File: src/rtl/key_pkg.sv
// Shared types and default 50 MHz timing for the pushbutton conditioner.
package key_pkg;

  localparam int unsigned NUM_KEYS_DEF      = 4;
  localparam int unsigned STABLE_CYCLES_DEF = 500000;
  localparam int unsigned LONG_CYCLES_DEF   = 50000000;
  localparam int unsigned CNT_W_DEF         = 26;

  typedef enum logic [1:0] {
    ST_IDLE         = 2'd0,
    ST_PRESS_WAIT   = 2'd1,
    ST_PRESSED      = 2'd2,
    ST_RELEASE_WAIT = 2'd3
  } key_state_e;

endpackage

File: src/rtl/key_conditioner_if.sv
// Raw KEY inputs and the conditioned per-key levels and strobes.
interface key_conditioner_if #(
  parameter int unsigned NUM_KEYS = 4
);
  logic [NUM_KEYS-1:0] KEY;
  logic [NUM_KEYS-1:0] pressed;
  logic [NUM_KEYS-1:0] press_pulse;
  logic [NUM_KEYS-1:0] release_pulse;
  logic [NUM_KEYS-1:0] long_pulse;

  modport master (output KEY, input pressed, input press_pulse, input release_pulse, input long_pulse);
  modport slave  (input KEY, output pressed, output press_pulse, output release_pulse, output long_pulse);
endinterface

File: src/rtl/key_channel.sv
// One pushbutton: two-flop synchroniser, debounce FSM and long-press timer.
module key_channel
  import key_pkg::*;
#(
  parameter int unsigned STABLE_CYCLES = STABLE_CYCLES_DEF,
  parameter int unsigned LONG_CYCLES   = LONG_CYCLES_DEF,
  parameter int unsigned CNT_W         = CNT_W_DEF
) (
  input  logic clk_i,
  input  logic rst_i,
  input  logic key_n_i,
  output logic pressed_o,
  output logic press_pulse_o,
  output logic release_pulse_o,
  output logic long_pulse_o
);

  localparam logic [CNT_W-1:0] STABLE_LAST = CNT_W'(STABLE_CYCLES - 1);
  localparam logic [CNT_W-1:0] LONG_LAST   = CNT_W'(LONG_CYCLES - 1);
  localparam logic [CNT_W-1:0] LONG_SAT    = CNT_W'(LONG_CYCLES);

  logic             sync1_q;
  logic             sync2_q;
  logic             s_c;
  key_state_e       state_q;
  logic [CNT_W-1:0] dcnt_q;
  logic [CNT_W-1:0] hcnt_q;
  logic             pressed_q;
  logic             press_pulse_q;
  logic             release_pulse_q;
  logic             long_pulse_q;

  assign s_c = ~sync2_q;

  always_ff @(posedge clk_i) begin
    if (rst_i) begin
      sync1_q         <= 1'b1;
      sync2_q         <= 1'b1;
      state_q         <= ST_IDLE;
      dcnt_q          <= '0;
      hcnt_q          <= '0;
      pressed_q       <= 1'b0;
      press_pulse_q   <= 1'b0;
      release_pulse_q <= 1'b0;
      long_pulse_q    <= 1'b0;
    end else begin
      sync1_q         <= key_n_i;
      sync2_q         <= sync1_q;
      press_pulse_q   <= 1'b0;
      release_pulse_q <= 1'b0;
      long_pulse_q    <= 1'b0;
      case (state_q)
        ST_IDLE: begin
          if (s_c) begin
            state_q <= ST_PRESS_WAIT;
            dcnt_q  <= '0;
          end
        end
        ST_PRESS_WAIT: begin
          if (!s_c) begin
            state_q <= ST_IDLE;
          end else if (dcnt_q == STABLE_LAST) begin
            state_q       <= ST_PRESSED;
            pressed_q     <= 1'b1;
            press_pulse_q <= 1'b1;
            hcnt_q        <= '0;
          end else begin
            dcnt_q <= dcnt_q + CNT_W'(1);
          end
        end
        ST_PRESSED: begin
          // hcnt parks at LONG_CYCLES so the long strobe fires once per hold
          if (hcnt_q == LONG_LAST) long_pulse_q <= 1'b1;
          if (hcnt_q != LONG_SAT)  hcnt_q <= hcnt_q + CNT_W'(1);
          if (!s_c) begin
            state_q <= ST_RELEASE_WAIT;
            dcnt_q  <= '0;
          end
        end
        ST_RELEASE_WAIT: begin
          if (s_c) begin
            state_q <= ST_PRESSED;
          end else if (dcnt_q == STABLE_LAST) begin
            state_q         <= ST_IDLE;
            pressed_q       <= 1'b0;
            release_pulse_q <= 1'b1;
            hcnt_q          <= '0;
          end else begin
            dcnt_q <= dcnt_q + CNT_W'(1);
          end
        end
        default: state_q <= ST_IDLE;
      endcase
    end
  end

  assign pressed_o       = pressed_q;
  assign press_pulse_o   = press_pulse_q;
  assign release_pulse_o = release_pulse_q;
  assign long_pulse_o    = long_pulse_q;

endmodule

File: src/rtl/key_conditioner.sv
// Array of independent key channels conditioning the DE2 pushbuttons.
module key_conditioner
  import key_pkg::*;
#(
  parameter int unsigned NUM_KEYS      = NUM_KEYS_DEF,
  parameter int unsigned STABLE_CYCLES = STABLE_CYCLES_DEF,
  parameter int unsigned LONG_CYCLES   = LONG_CYCLES_DEF,
  parameter int unsigned CNT_W         = CNT_W_DEF
) (
  input logic               CLOCK_50,
  input logic               RESET,
  key_conditioner_if.slave  bus
);

  for (genvar g = 0; g < NUM_KEYS; g++) begin : g_key
    key_channel #(
      .STABLE_CYCLES (STABLE_CYCLES),
      .LONG_CYCLES   (LONG_CYCLES),
      .CNT_W         (CNT_W)
    ) u_chan (
      .clk_i           (CLOCK_50),
      .rst_i           (RESET),
      .key_n_i         (bus.KEY[g]),
      .pressed_o       (bus.pressed[g]),
      .press_pulse_o   (bus.press_pulse[g]),
      .release_pulse_o (bus.release_pulse[g]),
      .long_pulse_o    (bus.long_pulse[g])
    );
  end

endmodule

File: src/flat_wrapper.sv
// flat-port wrapper written by rule: the top's interface ports become plain ports
module key_conditioner_flat import key_pkg::*;
#(
  parameter int unsigned NUM_KEYS      = NUM_KEYS_DEF,
  parameter int unsigned STABLE_CYCLES = STABLE_CYCLES_DEF,
  parameter int unsigned LONG_CYCLES   = LONG_CYCLES_DEF,
  parameter int unsigned CNT_W         = CNT_W_DEF
)
  (CLOCK_50, RESET, bus_KEY, bus_pressed, bus_press_pulse, bus_release_pulse, bus_long_pulse);
  key_conditioner_if #(.NUM_KEYS(NUM_KEYS)) bus_i ();
  input logic CLOCK_50;
  input logic RESET;
  input wire logic [$bits(bus_i.KEY)-1:0] bus_KEY;
  output wire logic [$bits(bus_i.pressed)-1:0] bus_pressed;
  output wire logic [$bits(bus_i.press_pulse)-1:0] bus_press_pulse;
  output wire logic [$bits(bus_i.release_pulse)-1:0] bus_release_pulse;
  output wire logic [$bits(bus_i.long_pulse)-1:0] bus_long_pulse;
  assign bus_i.KEY = bus_KEY;
  assign bus_pressed = bus_i.pressed;
  assign bus_press_pulse = bus_i.press_pulse;
  assign bus_release_pulse = bus_i.release_pulse;
  assign bus_long_pulse = bus_i.long_pulse;
  key_conditioner #(.NUM_KEYS(NUM_KEYS), .STABLE_CYCLES(STABLE_CYCLES), .LONG_CYCLES(LONG_CYCLES), .CNT_W(CNT_W)) u_core (.CLOCK_50(CLOCK_50), .RESET(RESET), .bus(bus_i));
endmodule
File: config.mk
export PLATFORM = sky130hd
export DESIGN_NAME = key_conditioner_flat
export DESIGN_NICKNAME = d
export VERILOG_FILES = /design/src/rtl/key_pkg.sv /design/src/rtl/key_conditioner_if.sv /design/src/rtl/key_channel.sv /design/src/rtl/key_conditioner.sv /design/src/flat_wrapper.sv
export SDC_FILE = /design/constraint.sdc
export NUM_CORES = 1
export LEC_CHECK = 0
export CELL_PAD_IN_SITES_DETAIL_PLACEMENT = 0
export CELL_PAD_IN_SITES_GLOBAL_PLACEMENT = 2
export CORE_MARGIN = 3
export CORE_UTILIZATION = 39
export DETAILED_ROUTE_END_ITERATION = 10
export GPL_TIMING_DRIVEN = 0
export PLACE_DENSITY = 0.77
export SETUP_SLACK_MARGIN = 0.3
export SYNTH_ARGS = -nofsm -noshare
export SYNTH_HDL_FRONTEND = slang
export SYNTH_SLANG_ARGS = --single-unit
File: constraint.sdc
create_clock -name CLOCK_50 -period 2.8 [get_ports CLOCK_50]
set_input_delay 0.7 -clock CLOCK_50 [delete_from_list [all_inputs] [get_ports CLOCK_50]]
set_output_delay 0.7 -clock CLOCK_50 [all_outputs]
set_load 0.01 [all_outputs]
* Word-level counts from Yosys, hierarchy flattened
Cells that the tools add are included.
Cells by class: $add $sub $neg 8, eq/ne operators 60, multiplexer cells 100, bitwise operators 16, reduce and logical (&&, ||, !) cells 40
Operators by type and width (number):
- $mux 26 | 36
- $pmux 26 s4 | 4
- $pmux 26 s3 | 4
- $add 26x1->26 const B | 8
- $eq 26x19->1 const B | 4
- $eq 26x26->1 const B | 4
- $ne 26x26->1 const B | 4
- $ne 2x2->1 const B | 28
- $mux 2 | 24
- $reduce_and 4->1 | 12
- $pmux 2 s4 | 4
- $mux 1 | 24
- $ne 3x3->1 const B | 8
- $reduce_or 3->1 | 8
- $reduce_and 5->1 | 4
- $eq 2x2->1 const B | 8
- $not 1->1 | 16
- $reduce_bool 3->1 | 4
- $eq 2x1->1 const B | 4
- $logic_not 2->1 | 4
- $pmux 1 s2 | 4
- $reduce_bool 2->1 | 4
- $reduce_or 2->1 | 4
Word-level totals: register bits after elaboration 240, input bits 6, output and inout bits 16, logic and storage cells 260

* Depth between registers and ports, before layout
Gate-level depths: netlist (run 1).
word-level depth 4, depth in mapped cells 9

* By module
A second synthesis (run 1) with hierarchy kept.
Second synthesis, totals: cells, all modules 1535, area total of the unflattened synthesis 13256.5 um^2
Modules (own cells, without submodules):
- key_channel (u_core.g_key[0].u_chan ...) | instances 3, cells an instance 383, area an instance 3334.4 um^2, seq. area each 1201.2 um^2
- key_channel (u_core.g_key[1].u_chan) | instances 1, cells an instance 386, area an instance 3253.1 um^2, seq. area each 1201.2 um^2

* Worst setup path before layout (run 1)
Ideal clock, no wire load.
kind register to register, from register u_core.g_key[2].u_chan.dcnt_q[0], to register u_core.g_key[2].u_chan.hcnt_q[21], data arrival time 2.049 ns, required time 2.678 ns, slack 0.629 ns, cell stages (with the launch flop) 7, buffers on the path 0, cell sequence dfxtp_1 > ha_1 > nor4b_1 > nand2_1 > or4_4 > and3_4 > a221o_1
On the way: longest elaborated chain between the ends 4, elaborated cells between the ends (all ways) 5
Ends and longest elaborated chain:
- from (decl) | RTL line key_channel.sv:26 | logic [CNT_W-1:0] dcnt_q;
- from (signal assigned) | RTL line key_channel.sv:68 | dcnt_q <= dcnt_q + CNT_W'(1);
- from (signal assigned) | RTL line key_channel.sv:89 | dcnt_q <= dcnt_q + CNT_W'(1);
- $eq 26x19->1 * | RTL line key_channel.sv:62, key_channel.sv:83
- $mux 26 *
- $mux 26, on equally long branches
- $pmux 26 s3 *
- to (signal assigned) | RTL line key_channel.sv:74 | if (hcnt_q != LONG_SAT) hcnt_q <= hcnt_q + CNT_W'(1);
- to (decl) | RTL line key_channel.sv:27 | logic [CNT_W-1:0] hcnt_q;
Every way passes the cells marked *; elsewhere a longest branch is shown, timed or not. The select of a mux whose other input is x is not followed. A chain may end at the register's enable or synchronous reset.

* Final worst setup path (run 1)
from register u_core.g_key[2].u_chan.dcnt_q[1], to register u_core.g_key[2].u_chan.hcnt_q[21]
The elaborated chain is that of the path after synthesis.

==> results of run 1 <==
==> synth_stat cells (6+ instances only) <==
master,count,area share
nand4_1,66,0.032
a211oi_1,8,0.0047
o21ai_1,12,0.0047
buf_4,21,0.012
nor3_1,56,0.022
xnor2_1,21,0.014
clkbuf_1,41,0.012
and3_1,43,0.021
or2_2,11,0.0054
xor2_1,28,0.019
or4_1,19,0.011
o21ai_0,60,0.023
a211o_1,19,0.013
ha_1,12,0.012
nand2_1,148,0.043
o22ai_1,7,0.0034
buf_2,31,0.012
a21oi_1,80,0.031
nor2b_1,11,0.0054
a41oi_1,22,0.015
nor3b_1,6,0.0035
nor4b_1,13,0.0089
nand3_1,93,0.036
o41ai_1,6,0.0041
o21a_1,15,0.0088
a311oi_1,23,0.016
mux2i_1,6,0.0047
o211ai_1,17,0.0099
a21o_1,10,0.0058
clkbuf_2,7,0.0027
nand2b_1,11,0.0054
nor4_1,46,0.022
a31oi_1,42,0.020
or3_1,20,0.0097
nor2_1,127,0.037
and4_1,23,0.016
inv_1,38,0.011
o31ai_1,14,0.0082
dfxtp_1,240,0.37
and2_1,16,0.0078
==> power by group through the flow <==
stage                     logic, W  clock network [W]  registers (W)
after floorplan           0.000149                  0        0.00352
after global placement    0.000256                  0        0.00352
after detailed placement  0.000255                  0        0.00352
after CTS                 0.000258            0.00441        0.00345
after global routing      0.000282            0.00453        0.00345
final                     0.000259            0.00428        0.00345
==> sequential cells by signal, indices dropped and copies added, names as in the netlist, named ones only <==
name / flops
u_core.g_key.u_chan.dcnt_q: 104
u_core.g_key.u_chan.hcnt_q: 104
u_core.g_key.u_chan.long_pulse_o: 4
u_core.g_key.u_chan.press_pulse_o: 4
u_core.g_key.u_chan.pressed_o: 4
u_core.g_key.u_chan.release_pulse_o: 4
u_core.g_key.u_chan.state_q: 4
u_core.g_key.u_chan.sync1_q: 4
u_core.g_key.u_chan.sync2_q: 4
==> how the worst max path moves through the flow <==
stage                                     start                           endpoint  slack [ns]  cells after the start
3_5_place_dp                              RESET   u_core.g_key[1].u_chan.hcnt_q[9]       -0.93                      8
6_report       u_core.g_key[2].u_chan.dcnt_q[1]  u_core.g_key[2].u_chan.hcnt_q[21]        0.40                      6
3_3_place_gp                              RESET   u_core.g_key[1].u_chan.hcnt_q[9]       -0.89                      8
2_1_floorplan  u_core.g_key[2].u_chan.dcnt_q[0]  u_core.g_key[2].u_chan.hcnt_q[21]        0.63                      6
5_1_grt        u_core.g_key[1].u_chan.dcnt_q[0]   u_core.g_key[1].u_chan.hcnt_q[8]        0.29                      7
4_1_cts        u_core.g_key[0].u_chan.dcnt_q[0]  u_core.g_key[0].u_chan.hcnt_q[17]        0.31                      9
==> cells in the final DEF (no fill, tap or decap), drive strengths merged, types with 17 or more instances in the layout <==
cell,Yosys,final
buf,57,63
nand4,68,68
and2,17,17
clkdlybuf4s50,0,20
nand3,93,93
nor4b,19,19
clkbuf,48,92
and4,23,23
nand2,148,148
a31oi,42,42
xnor2,23,23
a311oi,23,23
and3,44,44
or3,21,21
a21oi,80,80
a41oi,22,22
or4,21,21
nor4,52,52
a211o,19,19
o211ai,17,17
xor2,29,29
nor3,59,59
dfxtp,240,240
o21ai,75,75
inv,38,38
nor2,127,127
==> routing by layer <==
layer,share of wire,vias up
li1,-,6075
met4,0.025,0
met1,0.49,5799
met5,0,-
met2,0.45,210
met3,0.031,62
==> cell families after synthesis <==
logic type                 synth area share
AOI/OAI and AO/OA                     0.195
and+or+nand+nor                       0.322
buffers and inverters                0.0533
muxes                               0.00555
adders and majority gates            0.0117
xor gates and xnor gates             0.0389
DFF                                   0.374
==> cell type report <==
type / instances / area, sq um / area share
well taps: 435 / 544 / 0.0366
clock inverters: 9 / 201 / 0.0135
multi-input cells: 1194 / 7480 / 0.502
flip-flops and latches: 240 / 4810 / 0.323
repair buffers: 27 / 253 / 0.0170
plain buffers: 105 / 563 / 0.0378
clock buffers: 43 / 901 / 0.0605
inverters: 38 / 143 / 0.00958
==> per-stage QoR <==
step,instance area [sq um],hold WS (ns)
2_1_floorplan,12900,0.389
3_5_place_dp,13600,0.392
4_1_cts,14700,0.407
3_3_place_gp,13600,0.392
6_report,14900,0.405
5_1_grt,14900,0.418
==> critical path: stages (launching register included) <==
cell,delay (ns)
dfxtp_1,0.40
ha_2,0.28
nor4b_1,0.27
nand2_1,0.17
or4_4,0.59
and3_4,0.23
a221o_1,0.34
==> what timing repair did <==
item                                    CTS  global route
pin swaps                                 2             2
buffers inserted                          1             6
endpoints found under the hold margin     0             0
endpoints found under the setup margin  124           105
resized for setup                        13            26
==> results.md, run 1 <==
- CTS tree: built
- Drt drc: 0
- Primary FF master, synth: dfxtp_1
- Root Buffer: clkbuf_16
- Worst path required time: 3.24 ns
- Largest net degree at the start of global routing: 15
- Total gr overflow: 0
- Max-cap violations: 0
- Syn nets: 1595
- Leak: 5.00 nW
- Final Power: 0.00799 W
- M2 GR Usage: 0.341
- Final Skew: 0.0134 ns
- Fill cells: 3303
- DP Cell Count: roughly 2000
- Core Region: 32000 sq um
- Fin. Hold Viols: 0
- Area Overhead vs Synth: 15.8%
- Hold crit path type: reg -> reg
- Syn Area/Cell: 8.15 sq um
- GRT Util Overall: 0.210
- Cell Area, Synth: 12900 sq um
- Fraction of layout cells with a size suffix above 1: 0.115
- Final instance count without filler cells: 2091
- Critical path startpoint category: flip-flop
- Crit path capture type: flip-flop
- PortBufs: 20
- CTS clk-pin slew, worst paths: 0.06 ns
- Worst slew pin tran: 0.913 ns
- Max Clk Rate: 0.417 GHz
- Final ANT Viol Nets: 0
- Total Wirelength: 37.9 mm
- PwrDens: 537 nW/um^2
- GRT busiest layer: met2
- Starting density of the core: 0.401
- R2R setup slack: ~0.4 ns
- Worst VDD drop: 0.427 mV
- FF+latch count, synth: 240
- Row count: 65
- First-pass GRT wire length: 62.2 mm
- NetSw: 0.00171 W
- DR pass1 iterations: 5
- Worst Hold Launch: u_core.g_key[0].u_chan.sync1_q
- Via count: roughly 12000
- Vias per cell: between 5 and 6
- Finished Core Util: 0.465
- Clk buf depth: 3
- Final setup vio count: 0
- Hpwl dp: ~26 mm
- Unrepaired setup endpoints after global routing: no
- CTS buffer count: 30
- Die H: 188 microns
- Tmin final: 2.40 ns
- Final #Nets: 1654
- Slew HR: 0.391
- Die Span X: 188 microns
- CTS Hold Bufs: 0
- Antenna diode count: 0
- Count of different cell masters after synthesis: 87
- CP Class: reg -> reg
- Seq/Total Area, Yosys: 0.374
- DIE AREA: 35200 sq um
- WP data arrival: 2.84 ns
- Flop pwr share: 0.432
- Final worst slack: 0.401 ns
- Status: completed
- Sw Ratio: 0.214
- P_int: 0.00628 W
- Logic gate share of total power: 0.032
- M3 GR Usage: 0.0217
- Max Fanout on Critical Path: 5
- Final GP Congestion: 0.824
- Pre-CTS setup slack: -0.934 ns
- DR iter-0 viols: 960
- WHS Endpoint: u_core.g_key[0].u_chan.sync2_q
- Final setup TNS: 0 ns
- Initial antenna violation count: 0
- Worst r2r src: u_core.g_key[2].u_chan.dcnt_q[1]
- Post-synthesis cell count: about 1600
- Routed len/inst: 18.1 microns
- H-tree levels: 1
- Final slew viol count: 0
- Ys async rst share: 0
- GRT met1 Usage: 0.302
- Sink Count: 240
- Clk pwr share: 0.536
- Worst reg2reg path depth: 6
- Hold depth: 1
- Final period util: 0.857
- Boundary pin count: 22
- R2r endpoint: u_core.g_key[2].u_chan.hcnt_q[21]
- Vias in the first global route: 11400
- Post-synth EDFFs: 0
- Synth warn: 0
- Worst-skew pair later-pin latency: 0.55 ns
Power figures use the tool's default switching activity.
==> run 2, diff against run 1 <==
--- a/config.mk
+++ b/config.mk
@@ -7,12 +7,14 @@
 export LEC_CHECK = 0
 export CELL_PAD_IN_SITES_DETAIL_PLACEMENT = 0
 export CELL_PAD_IN_SITES_GLOBAL_PLACEMENT = 2
+export CORE_ASPECT_RATIO = 1.25
 export CORE_MARGIN = 3
 export CORE_UTILIZATION = 39
 export DETAILED_ROUTE_END_ITERATION = 10
 export GPL_TIMING_DRIVEN = 0
 export PLACE_DENSITY = 0.77
 export SETUP_SLACK_MARGIN = 0.3
+export SKIP_CTS_REPAIR_TIMING = 1
 export SYNTH_ARGS = -nofsm -noshare
 export SYNTH_HDL_FRONTEND = slang
 export SYNTH_SLANG_ARGS = --single-unit
==> results.md, run 2 (same netlist as run 1, synthesis figures left out) <==
- Status: completed
- CP delay by family, top: simple AND/OR/NAND/NOR gates
- Sw Ratio: 0.229 (+0.0153)
- NetSw: 0.00164 W (-3.9%)
- Sink Count: 240 (unchanged)
- H-tree levels: 1 (unchanged)
- Starting density of the core: 0.400 (-0.00134)
- CP Class: reg -> reg
- Worst slew pin tran: 0.882 ns (-0.0312 ns)
- Worst path max stage delay: 0.56 ns (-0.03 ns)
- Final period util: 0.866 (+0.00885)
- Max Clk Rate: 0.412 GHz (-1.0%)
- Final #Nets: 1652 (-0.12%)
- Largest net degree at the start of global routing: 14 (-1)
- Via count: 12200 (+0.31%)
- Clk pwr share: 0.484 (-0.052)
- Placed Area: 13600 sq um (-0.21%)
- CP cell instances: nor4_1 > nand4_1 > or2_4 > o21ai_4 > buf_6 > a311oi_1
- Clk buf depth: 3 (unchanged)
- Fill cells: 3280 (-0.70%)
- Worst r2r src: u_core.g_key[1].u_chan.dcnt_q[14]
- Leak: 4.88 nW (-2.4%)
- Critical path startpoint category: flip-flop
- Vias per cell: 5.92 (+1.9%)
- Area Overhead vs Synth: 13.4%
- Row count: 73 (+12%)
- Fin. Hold Viols: 0 (unchanged)
- Design area: 14600 sq um (-2.1%)
- Initial antenna violation count: 0 (unchanged)
- Final instance count without filler cells: 2058 (-1.6%)
- PortBufs: 20 (unchanged)
- Boundary pin count: 22 (unchanged)
- Unrepaired setup endpoints after global routing: yes
- Total Wirelength: 37.9 mm (+0.15%)
- Final slew viol count: 0 (unchanged)
- GRT Util Overall: 0.209 (-0.000887)
- P_int: 0.00553 W (-12%)
- Commonest non-fill, non-tap cell in the layout: dfxtp_1
- CTS buffer count: 28 (-6.7%)
- Most frequent cells in the layout: dfxtp_1 (240), nand2_1 (148), nor2_1 (127)
- Crit path capture type: flip-flop
- Hold crit path type: reg -> reg
- DR iter-0 viols: 786 (-18%)
- Final ANT Viol Nets: 0 (unchanged)
- CTS clk-pin slew, worst paths: 0.06 ns (about the same)
- Drt drc: 0 (unchanged)
- Max-cap violations: 0 (unchanged)
- DP Cell Count: 2009 (-1.1%)
- Slew HR: 0.410 (+0.0188)
- Final GP Congestion: 0.835 (+1.4%)
- Routed len/inst: 18.4 microns (+1.8%)
- DIE AREA: 35200 sq um (about the same)
- Flop pwr share: 0.481 (+0.049)
- CTS tree: built
- Die Span X: 168 microns (-10%)
- Worst VDD drop: 0.372 mV (-13%)
- WP data arrival: 2.83 ns (about the same)
- First-pass GRT wire length: 61.6 mm (-0.89%)
- CP Launch Point: u_core.g_key[1].u_chan.dcnt_q[14]
- DR pass1 iterations: 5 (unchanged)
- Total gr overflow: 0 (unchanged)
- Final setup TNS: 0 ns (unchanged)
- Slowest-stage cell, CP: nor4_1
- Vias in the first global route: 11400 (+0.20%)
- Tmin final: 2.42 ns (+0.0248 ns)
- Final setup vio count: 0 (unchanged)
- Worst path required time: 3.20 ns (-0.04 ns)
- Final Skew: 0.00999 ns (-0.00342 ns)
- Hpwl dp: 26.2 mm (+1.1%)
- Biggest regs: u_core.g_key.u_chan.dcnt_q x104, u_core.g_key.u_chan.hcnt_q x104
- PwrDens: 492 nW/um^2 (-8.4%)
- Core Region: 32200 sq um (+0.34%)
- Worst-skew pair later-pin latency: 0.55 ns (about the same)
- Root Buffer: clkbuf_16
- Max Fanout on Critical Path: 10 (+5)
- CP Buf/Inv Count: 1 (+1)
- Worst Hold Launch: u_core.g_key[1].u_chan.sync1_q
- Final Power: 0.00717 W (-10%)
- Die H: 209 microns (+11%)
- Fraction of layout cells with a size suffix above 1: 0.106 (-0.00902)
- Antenna diode count: 0 (unchanged)
- Logic gate share of total power: 0.035 (+0.003)
-- run 2: final timing paths --
check | slack, ns | depth (start not counted) | endpoint
setup / recovery | 0.38 | 6 | u_core.g_key[1].u_chan.hcnt_q[14]
hold / removal | 0.41 | 1 | u_core.g_key[1].u_chan.sync2_q
setup reg to reg | 0.38 | 6 | u_core.g_key[1].u_chan.hcnt_q[14]
hold reg to reg | 0.41 | 1 | u_core.g_key[1].u_chan.sync2_q
-- run 2: worst reg2reg max path: cells and delay by family (launching register included) --
| family | cells | cell delay, ns |
|---|---|---|
| buf+inv | 1 | 0.21 |
| flops | 1 | 0.36 |
| simple gates | 3 | 1.32 |
| compound gates | 2 | 0.39 |
-- run 2: power groups by stage --
stage | clock network (W) | registers, W | logic [W]
after floorplan | 0 | 0.00352 | 0.000149
after global placement | 0 | 0.00352 | 0.000250
after detailed placement | 0 | 0.00352 | 0.000249
after CTS | 0.00359 | 0.00345 | 0.000250
after global routing | 0.00371 | 0.00345 | 0.000278
final | 0.00347 | 0.00345 | 0.000252
-- run 2: through the flow --
stage          hold slack (ns)  worst slack (ns)   util
6_report                 0.408             0.376  0.454
3_3_place_gp             0.392            -0.882  0.422
2_1_floorplan            0.389             0.629      -
3_5_place_dp             0.397            -0.908  0.422
5_1_grt                  0.424             0.265  0.454
4_1_cts                  0.412            -0.323  0.448
-- run 2: area by class of cell --
class	instances	area, sq um	share of cell area
inverter	38	143	0.00978
multi-input combinational	1194	7460	0.512
clock inverter	2	10.0	0.000686
sequential	240	4800	0.329
buffer	105	571	0.0391
tap	412	515	0.0353
clock buffer	40	827	0.0567
timing repair buffer	27	253	0.0173
-- run 2: metal layers --
metal | track usage | routed length (microns) | vias up
met5 | 0 | 0 | -
met4 | 0.0545 | 777 | 0
met3 | 0.0261 | 1590 | 53
met2 | 0.349 | 17800 | 265
met1 | 0.288 | 17800 | 5801
li1 | - | - | 6065
